==> src/rtl/mem_arbiter.sv <==
// -----------------------------------------------------------------------------
// mem_arbiter
//
// Shares one memory command port between NUM_CH requesting channels
// (channel 0 = cart, channel 1 = USB). One transaction is in flight at a time:
//   IDLE    : pick a winner among the active requests and latch its command.
//   ISSUE   : wait for the matching ready, then strobe mem_rd / mem_wr once.
//   WAIT    : wait for completion; a dropped ready means the memory aborted,
//             so the command is reissued.
//   RELEASE : channels flagged in HOLD_MASK keep the grant until they drop
//             their request; the others give it up on the next cycle.
// A cycle counter bounds the time spent in ISSUE/WAIT and reports ch_err.
//
// Parameters
//   NUM_CH    number of channels (2..8)
//   ADDR_W    memory byte-address width
//   DATA_W    memory data width
//   RR_EN     1 = round-robin, 0 = fixed priority (lowest index wins)
//   HOLD_MASK per-channel "keep grant until request drops"
//   TIMEOUT   cycle limit for one transaction
//
// Ports
//   clk, rst_n            clock, asynchronous active-low reset
//   ch_rd / ch_wr         per-channel read / write request levels
//   ch_addr / ch_width    per-channel address and width code, flattened
//   ch_wr_data            per-channel write data, flattened
//   ch_rd_data            shared read data, held until the next read completes
//   ch_rd_valid           per-channel one-cycle read-complete pulse
//   ch_wr_done            per-channel one-cycle write-complete pulse
//   ch_err                per-channel one-cycle timeout pulse
//   mem_rd / mem_wr       one-cycle command strobes
//   mem_addr, mem_data_width, mem_wr_data   latched command fields
//   mem_rd_ready / mem_wr_ready             memory can accept a command
//   mem_rd_valid / mem_rd_data              read return
// -----------------------------------------------------------------------------
module mem_arbiter #(
    parameter int                NUM_CH    = 2,
    parameter int                ADDR_W    = 26,
    parameter int                DATA_W    = 32,
    parameter bit                RR_EN     = 1'b1,
    parameter logic [NUM_CH-1:0] HOLD_MASK = {{(NUM_CH-1){1'b0}}, 1'b1},
    parameter int                TIMEOUT   = 1024
) (
    input  logic                     clk,
    input  logic                     rst_n,
    input  logic [NUM_CH-1:0]        ch_rd,
    input  logic [NUM_CH-1:0]        ch_wr,
    input  logic [NUM_CH*ADDR_W-1:0] ch_addr,
    input  logic [NUM_CH*2-1:0]      ch_width,
    input  logic [NUM_CH*DATA_W-1:0] ch_wr_data,
    output logic [DATA_W-1:0]        ch_rd_data,
    output logic [NUM_CH-1:0]        ch_rd_valid,
    output logic [NUM_CH-1:0]        ch_wr_done,
    output logic [NUM_CH-1:0]        ch_err,
    output logic                     mem_rd,
    output logic                     mem_wr,
    output logic [ADDR_W-1:0]        mem_addr,
    output logic [1:0]               mem_data_width,
    output logic [DATA_W-1:0]        mem_wr_data,
    input  logic                     mem_rd_ready,
    input  logic                     mem_wr_ready,
    input  logic                     mem_rd_valid,
    input  logic [DATA_W-1:0]        mem_rd_data
);

    localparam int IDX_W = (NUM_CH > 1) ? $clog2(NUM_CH) : 1;
    localparam int CNT_W = (TIMEOUT > 2) ? $clog2(TIMEOUT) : 1;
    localparam logic [IDX_W-1:0] LAST_RST = IDX_W'(NUM_CH - 1);
    localparam logic [CNT_W-1:0] CNT_LAST = CNT_W'(TIMEOUT - 1);

    typedef enum logic [1:0] {
        IDLE    = 2'd0,
        ISSUE   = 2'd1,
        WAIT    = 2'd2,
        RELEASE = 2'd3
    } state_t;

    // Registered state and latched command
    state_t             state_q;
    logic [IDX_W-1:0]   grant_q;
    logic [IDX_W-1:0]   last_q;
    logic               op_wr_q;
    logic [ADDR_W-1:0]  addr_q;
    logic [1:0]         width_q;
    logic [DATA_W-1:0]  wdata_q;
    logic [CNT_W-1:0]   cnt_q;

    // Registered outputs
    logic [DATA_W-1:0]  rd_data_q;
    logic [NUM_CH-1:0]  rd_vld_q;
    logic [NUM_CH-1:0]  wr_done_q;
    logic [NUM_CH-1:0]  err_q;
    logic               mem_rd_q;
    logic               mem_wr_q;

    // Arbitration result and the command it would latch
    logic [NUM_CH-1:0]  req;
    logic               win_found;
    logic [IDX_W-1:0]   grant_d;
    logic               op_wr_d;
    logic [ADDR_W-1:0]  addr_d;
    logic [1:0]         width_d;
    logic [DATA_W-1:0]  wdata_d;
    int                 cand;
    logic [IDX_W-1:0]   cand_idx;

    logic               timeout;
    logic               op_ready;

    assign req      = ch_rd | ch_wr;
    assign timeout  = (cnt_q == CNT_LAST);
    assign op_ready = op_wr_q ? mem_wr_ready : mem_rd_ready;

    // Scan the channels in search order; round-robin starts just past the
    // last granted channel, fixed priority always starts at channel 0.
    always_comb begin
        win_found = 1'b0;
        grant_d   = '0;
        cand      = 0;
        cand_idx  = '0;
        for (int k = 0; k < NUM_CH; k++) begin
            if (RR_EN) begin
                cand = (int'(last_q) + 1 + k) % NUM_CH;
            end else begin
                cand = k;
            end
            cand_idx = IDX_W'(cand);
            if (!win_found && req[cand_idx]) begin
                win_found = 1'b1;
                grant_d   = cand_idx;
            end
        end
    end

    // Pick out the winner's command fields. A channel asking for both a read
    // and a write is served as a read, and reads carry zero write data.
    always_comb begin
        op_wr_d = 1'b0;
        addr_d  = '0;
        width_d = '0;
        wdata_d = '0;
        for (int i = 0; i < NUM_CH; i++) begin
            if (grant_d == IDX_W'(i)) begin
                op_wr_d = ~ch_rd[i];
                addr_d  = ch_addr[i*ADDR_W +: ADDR_W];
                width_d = ch_width[i*2 +: 2];
                wdata_d = ch_rd[i] ? '0 : ch_wr_data[i*DATA_W +: DATA_W];
            end
        end
    end

    always_ff @(posedge clk or negedge rst_n) begin
        if (!rst_n) begin
            state_q   <= IDLE;
            grant_q   <= '0;
            last_q    <= LAST_RST;
            op_wr_q   <= 1'b0;
            addr_q    <= '0;
            width_q   <= '0;
            wdata_q   <= '0;
            cnt_q     <= '0;
            rd_data_q <= '0;
            rd_vld_q  <= '0;
            wr_done_q <= '0;
            err_q     <= '0;
            mem_rd_q  <= 1'b0;
            mem_wr_q  <= 1'b0;
        end else begin
            // All strobes and completion flags are single-cycle pulses.
            mem_rd_q  <= 1'b0;
            mem_wr_q  <= 1'b0;
            rd_vld_q  <= '0;
            wr_done_q <= '0;
            err_q     <= '0;

            case (state_q)
                IDLE: begin
                    if (win_found) begin
                        grant_q <= grant_d;
                        op_wr_q <= op_wr_d;
                        addr_q  <= addr_d;
                        width_q <= width_d;
                        wdata_q <= wdata_d;
                        cnt_q   <= '0;
                        state_q <= ISSUE;
                    end
                end

                ISSUE: begin
                    if (timeout) begin
                        err_q[grant_q] <= 1'b1;
                        state_q        <= RELEASE;
                    end else begin
                        cnt_q <= cnt_q + 1'b1;
                        if (op_ready) begin
                            mem_rd_q <= ~op_wr_q;
                            mem_wr_q <= op_wr_q;
                            state_q  <= WAIT;
                        end
                    end
                end

                WAIT: begin
                    // Completion is checked before the timeout so a
                    // transaction finishing on its last cycle still succeeds.
                    if (!op_wr_q && mem_rd_valid) begin
                        rd_data_q         <= mem_rd_data;
                        rd_vld_q[grant_q] <= 1'b1;
                        state_q           <= RELEASE;
                    end else if (op_wr_q && mem_wr_ready) begin
                        wr_done_q[grant_q] <= 1'b1;
                        state_q            <= RELEASE;
                    end else if (timeout) begin
                        err_q[grant_q] <= 1'b1;
                        state_q        <= RELEASE;
                    end else if (!op_ready) begin
                        // Memory dropped ready: it aborted, so reissue.
                        cnt_q   <= '0;
                        state_q <= ISSUE;
                    end else begin
                        cnt_q <= cnt_q + 1'b1;
                    end
                end

                RELEASE: begin
                    if (!(HOLD_MASK[grant_q] && (ch_rd[grant_q] || ch_wr[grant_q]))) begin
                        last_q  <= grant_q;
                        state_q <= IDLE;
                    end
                end

                default: state_q <= IDLE;
            endcase
        end
    end

    assign ch_rd_data     = rd_data_q;
    assign ch_rd_valid    = rd_vld_q;
    assign ch_wr_done     = wr_done_q;
    assign ch_err         = err_q;
    assign mem_rd         = mem_rd_q;
    assign mem_wr         = mem_wr_q;
    assign mem_addr       = addr_q;
    assign mem_data_width = width_q;
    assign mem_wr_data    = wdata_q;

endmodule

==> config.mk <==
export PLATFORM = sky130hd
export DESIGN_NAME = mem_arbiter
export DESIGN_NICKNAME = d
export VERILOG_FILES = /design/src/rtl/mem_arbiter.sv
export SDC_FILE = /design/constraint.sdc
export NUM_CORES = 1
export LEC_CHECK = 0
export CORE_MARGIN = 2
export CORE_UTILIZATION = 40
export DETAILED_ROUTE_END_ITERATION = 10
export PLACE_DENSITY = 0.91
export SYNTH_ARGS = -nofsm -noshare
export SYNTH_HDL_FRONTEND = slang
export SYNTH_SLANG_ARGS = --single-unit
==> constraint.sdc <==
create_clock -name clk -period 2.5 [get_ports clk]
set_input_delay 0.375 -clock clk [delete_from_list [all_inputs] [get_ports clk]]
set_output_delay 0.375 -clock clk [all_outputs]
set_load 0.02 [all_outputs]
==> impl_results.md <==
* Status: finished clean
* Layout cell share with drive strength beyond 1 at 11.65%
* Via density per instance at approximately 5.2
* Worst-skew pair later-pin latency at around 0.42 ns
* Slowest stage cell, crit path: nor4_2
* Sequential area share after synthesis at 55.67%
* Initial core utilization at slightly above 40%
* Tot GR Track Use at between 20% and 30%
* FF+latch count, synth at 115
* CTS tree: yes
* Drt first pass iters at 4
* Slew margin rel. at between 40% and 50%
* Mapped Area at about 5200 µm²
* Row cnt at between 40 and 50
* DRC at 0
* Final TNS setup at 0 ns
* Post-synth EDFFs at 0
* Predominant post-synthesis flop cell: dfrtp_1
* Post-cts hold buffer count at 0
* GP Congestion at 0.7966
* Initial DRC count at 320
* Unrepaired setup endpoints after global routing: false
* Max clock buf depth at 2
* CTS root buf: clkbuf_16
* Final Skew at 0.01099 ns
* Leakage at 3.660 nW
* Critical path cell sequence: inv_1 > ha_1 > nor2_1 > nor4_2 > nor3_4 > a221o_1
* Die area at 13850 µm²
* Total power per unit cell area at 1165 nW/µm²
* Max frequency at ~0.47 GHz
* Synth top area share at between 50% and 60%
* Post-layout util at between 60% and 70%
* WP buf/inv at 1
* Final Max Slew Viols at 0
* Average wire per standard cell at 17.24 µm
* Synth top cells by count: 114 x dfrtp_1, 72 x nand2_1, 59 x o21ai_0
* Critical setup path kind: flop to flop
* Slew @ Worst Pin at between 0.7 and 0.8 ns
* Initial antenna violation count at 0
* Final hold viol count at 0
* Hold WC Path Type: input pin to async pin
* Vias at between 4000 and 5000
* Netlist cell types at 47
* Clock transition at path regs at 0.06 ns
* P&R area growth vs syn at 65.81%
* Max FO, Critical Path at 10
* Max-cap violations at 0
* ANT nets after route at 0
* Largest net degree at the start of global routing at roughly 120
* Post-CTS setup buffer count at 0
* Startpoint Class: flop
* Synth warnings at 0
* Final antenna diode count at 0
* Post-cts sizing count at 0
* Worst hold slack at 0.02597 ns
* Synth Area per Inst at ~11 µm²
* Crit path max-delay family: simple AND/OR/NAND/NOR gates
* Global-route wire length before repair at about 25000 µm
* Clock sinks at 115
* DIE HEIGHT at between 100 and 150 µm
* Nature of the critical path endpoint: flop
* Maximum vdd drop at between 0.4 and 0.5 mV
* Mapped Cells at 467
* Tcrit/Tclk final at between 80% and 90%
* CP max stage delay at 0.47 ns
* Die W at about 120 µm
* Area occupied by registers at 2879 µm²
* Post-synth top area cell: dfrtp_1
* Port Buf Inserts at between 200 and 300
* Ys async rst share at 100.0%
* Core ar. at 12620 µm²
* Total CTS buffers at 17
* Arr. time, crit path at roughly 2.4 ns
* WP data required at 2.80 ns
* Grt ovf at 0
* Tmin final at approximately 2.1 ns
* Endpoints failing setup at 0
* Multi-input logic area at ~2200 µm²
* # IOs at between 200 and 300
* Most common cell in the netlist: dfrtp_1
* Area contributors post-synth: dfrtp_1 55%, mux2_2 7.2%, o21ai_0 5.7%
* Final wirelength at between 15000 and 20000 µm
* Fillers at between 900 and 1000
* Final net count at about 890
* Vias in the first global route at around 5000
* Synth Net Count at around 640
* Post-DP HPWL at ~12000 µm
* H-tree depth at 4
## cell families (layout without fill, tap and decap cells)
| family | Yosys count | count (layout) | share of synthesized area, % |
|---|---|---|---|
| compound gates | 127 | 127 | 15.70 |
| simple gates | 121 | 121 | 11.01 |
| flops | 115 | 115 | 55.67 |
| mux | 63 | 63 | 13.09 |
| buf+inv | 34 | 305 | 2.831 |
| fa+ha+maj | 7 | 7 | 1.694 |
## per-stage QoR
step | worst slack (ns) | cell area [µm²] | instances | power (W)
after CTS | 0.4400 | 8574 | 910 | 0.01007
after floorplan | 0.5495 | 5171 | 467 | 0.005443
after global placement | 0.3530 | 7993 | 878 | 0.007409
after global routing | 0.2237 | 8574 | 910 | 0.01053
final | 0.3588 | 8574 | 910 | 0.009988
after detailed placement | 0.2711 | 7993 | 878 | 0.007622
## final cells by class
type                    instances  area share, %
clock buffers                  17          4.961
clock inverters                15          1.824
inverters                       5         0.2189
multi-input cells             318          25.16
flip-flops and latches        115          33.58
well taps                     172          2.510
repair buffers                268          31.75
## cell usage in the layout (no fill, tap or decap), types with 3 or more instances in the layout
cell type        Yosys  layout
o21ai_0             59      59
inv_1                5       5
dfrtp_1            114     114
clkdlybuf4s50_1      0     259
a22oi_1             32      32
mux2i_1             29      29
nor3_1               7       7
clkbuf_16            0      17
buf_4                0       4
nor2_1              12      12
a22o_1               5       5
mux2_2              33      33
o21ai_1              8       8
inv_6                0       4
and3_1               4       4
ha_1                 7       7
o211ai_1             5       5
buf_12               0       5
clkinv_2             0       3
nand3_1              4       4
clkinvlp_4           0       5
nand2_1             72      72
nor2b_1              3       3
## worst paths after layout
kind                                     startpoint                       endpoint  slack [ns]  cells after the start
hold reg to reg            mem_addr[13]$_DFFE_PN0P_       mem_addr[13]$_DFFE_PN0P_        0.48                      2
setup / recovery             state_q[0]$_DFFE_PN0P_           cnt_q[6]$_DFFE_PN0P_        0.36                      6
min in group clk           mem_addr[13]$_DFFE_PN0P_       mem_addr[13]$_DFFE_PN0P_        0.48                      2
setup reg to reg             state_q[0]$_DFFE_PN0P_           cnt_q[6]$_DFFE_PN0P_        0.36                      6
hold / removal                                rst_n     ch_rd_data[30]$_DFFE_PN0P_        0.03                      2
max in group asynchronous                     rst_n  mem_data_width[0]$_DFFE_PN0P_        2.00                      2
## flip-flops by register name (all words and copies together), names as in the netlist, 2 cells and up
| name | count |
|---|---|
| ch_rd_data | 32 |
| mem_wr_data | 32 |
| mem_addr | 26 |
| cnt_q | 10 |
| ch_err | 2 |
| ch_rd_valid | 2 |
| ch_wr_done | 2 |
| mem_data_width | 2 |
| state_q | 2 |
## power by group
group / total (W) / switching (W) / internal, W
clock: 0.00238 / 0.000911 / 0.00147
sequential: 0.00301 / 0.000426 / 0.00258
combinational: 0.00460 / 0.00240 / 0.00220
## routing by layer
layer	global-route usage, %	vias to the layer above	share of wire, %
li1	-	2211	-
met1	25.63	2247	37
met2	40.88	252	52
met3	7.703	30	8.6
met4	10.02	0	2.6
met5	0	-	0
Note: power is estimated with default switching activity, not from simulation.
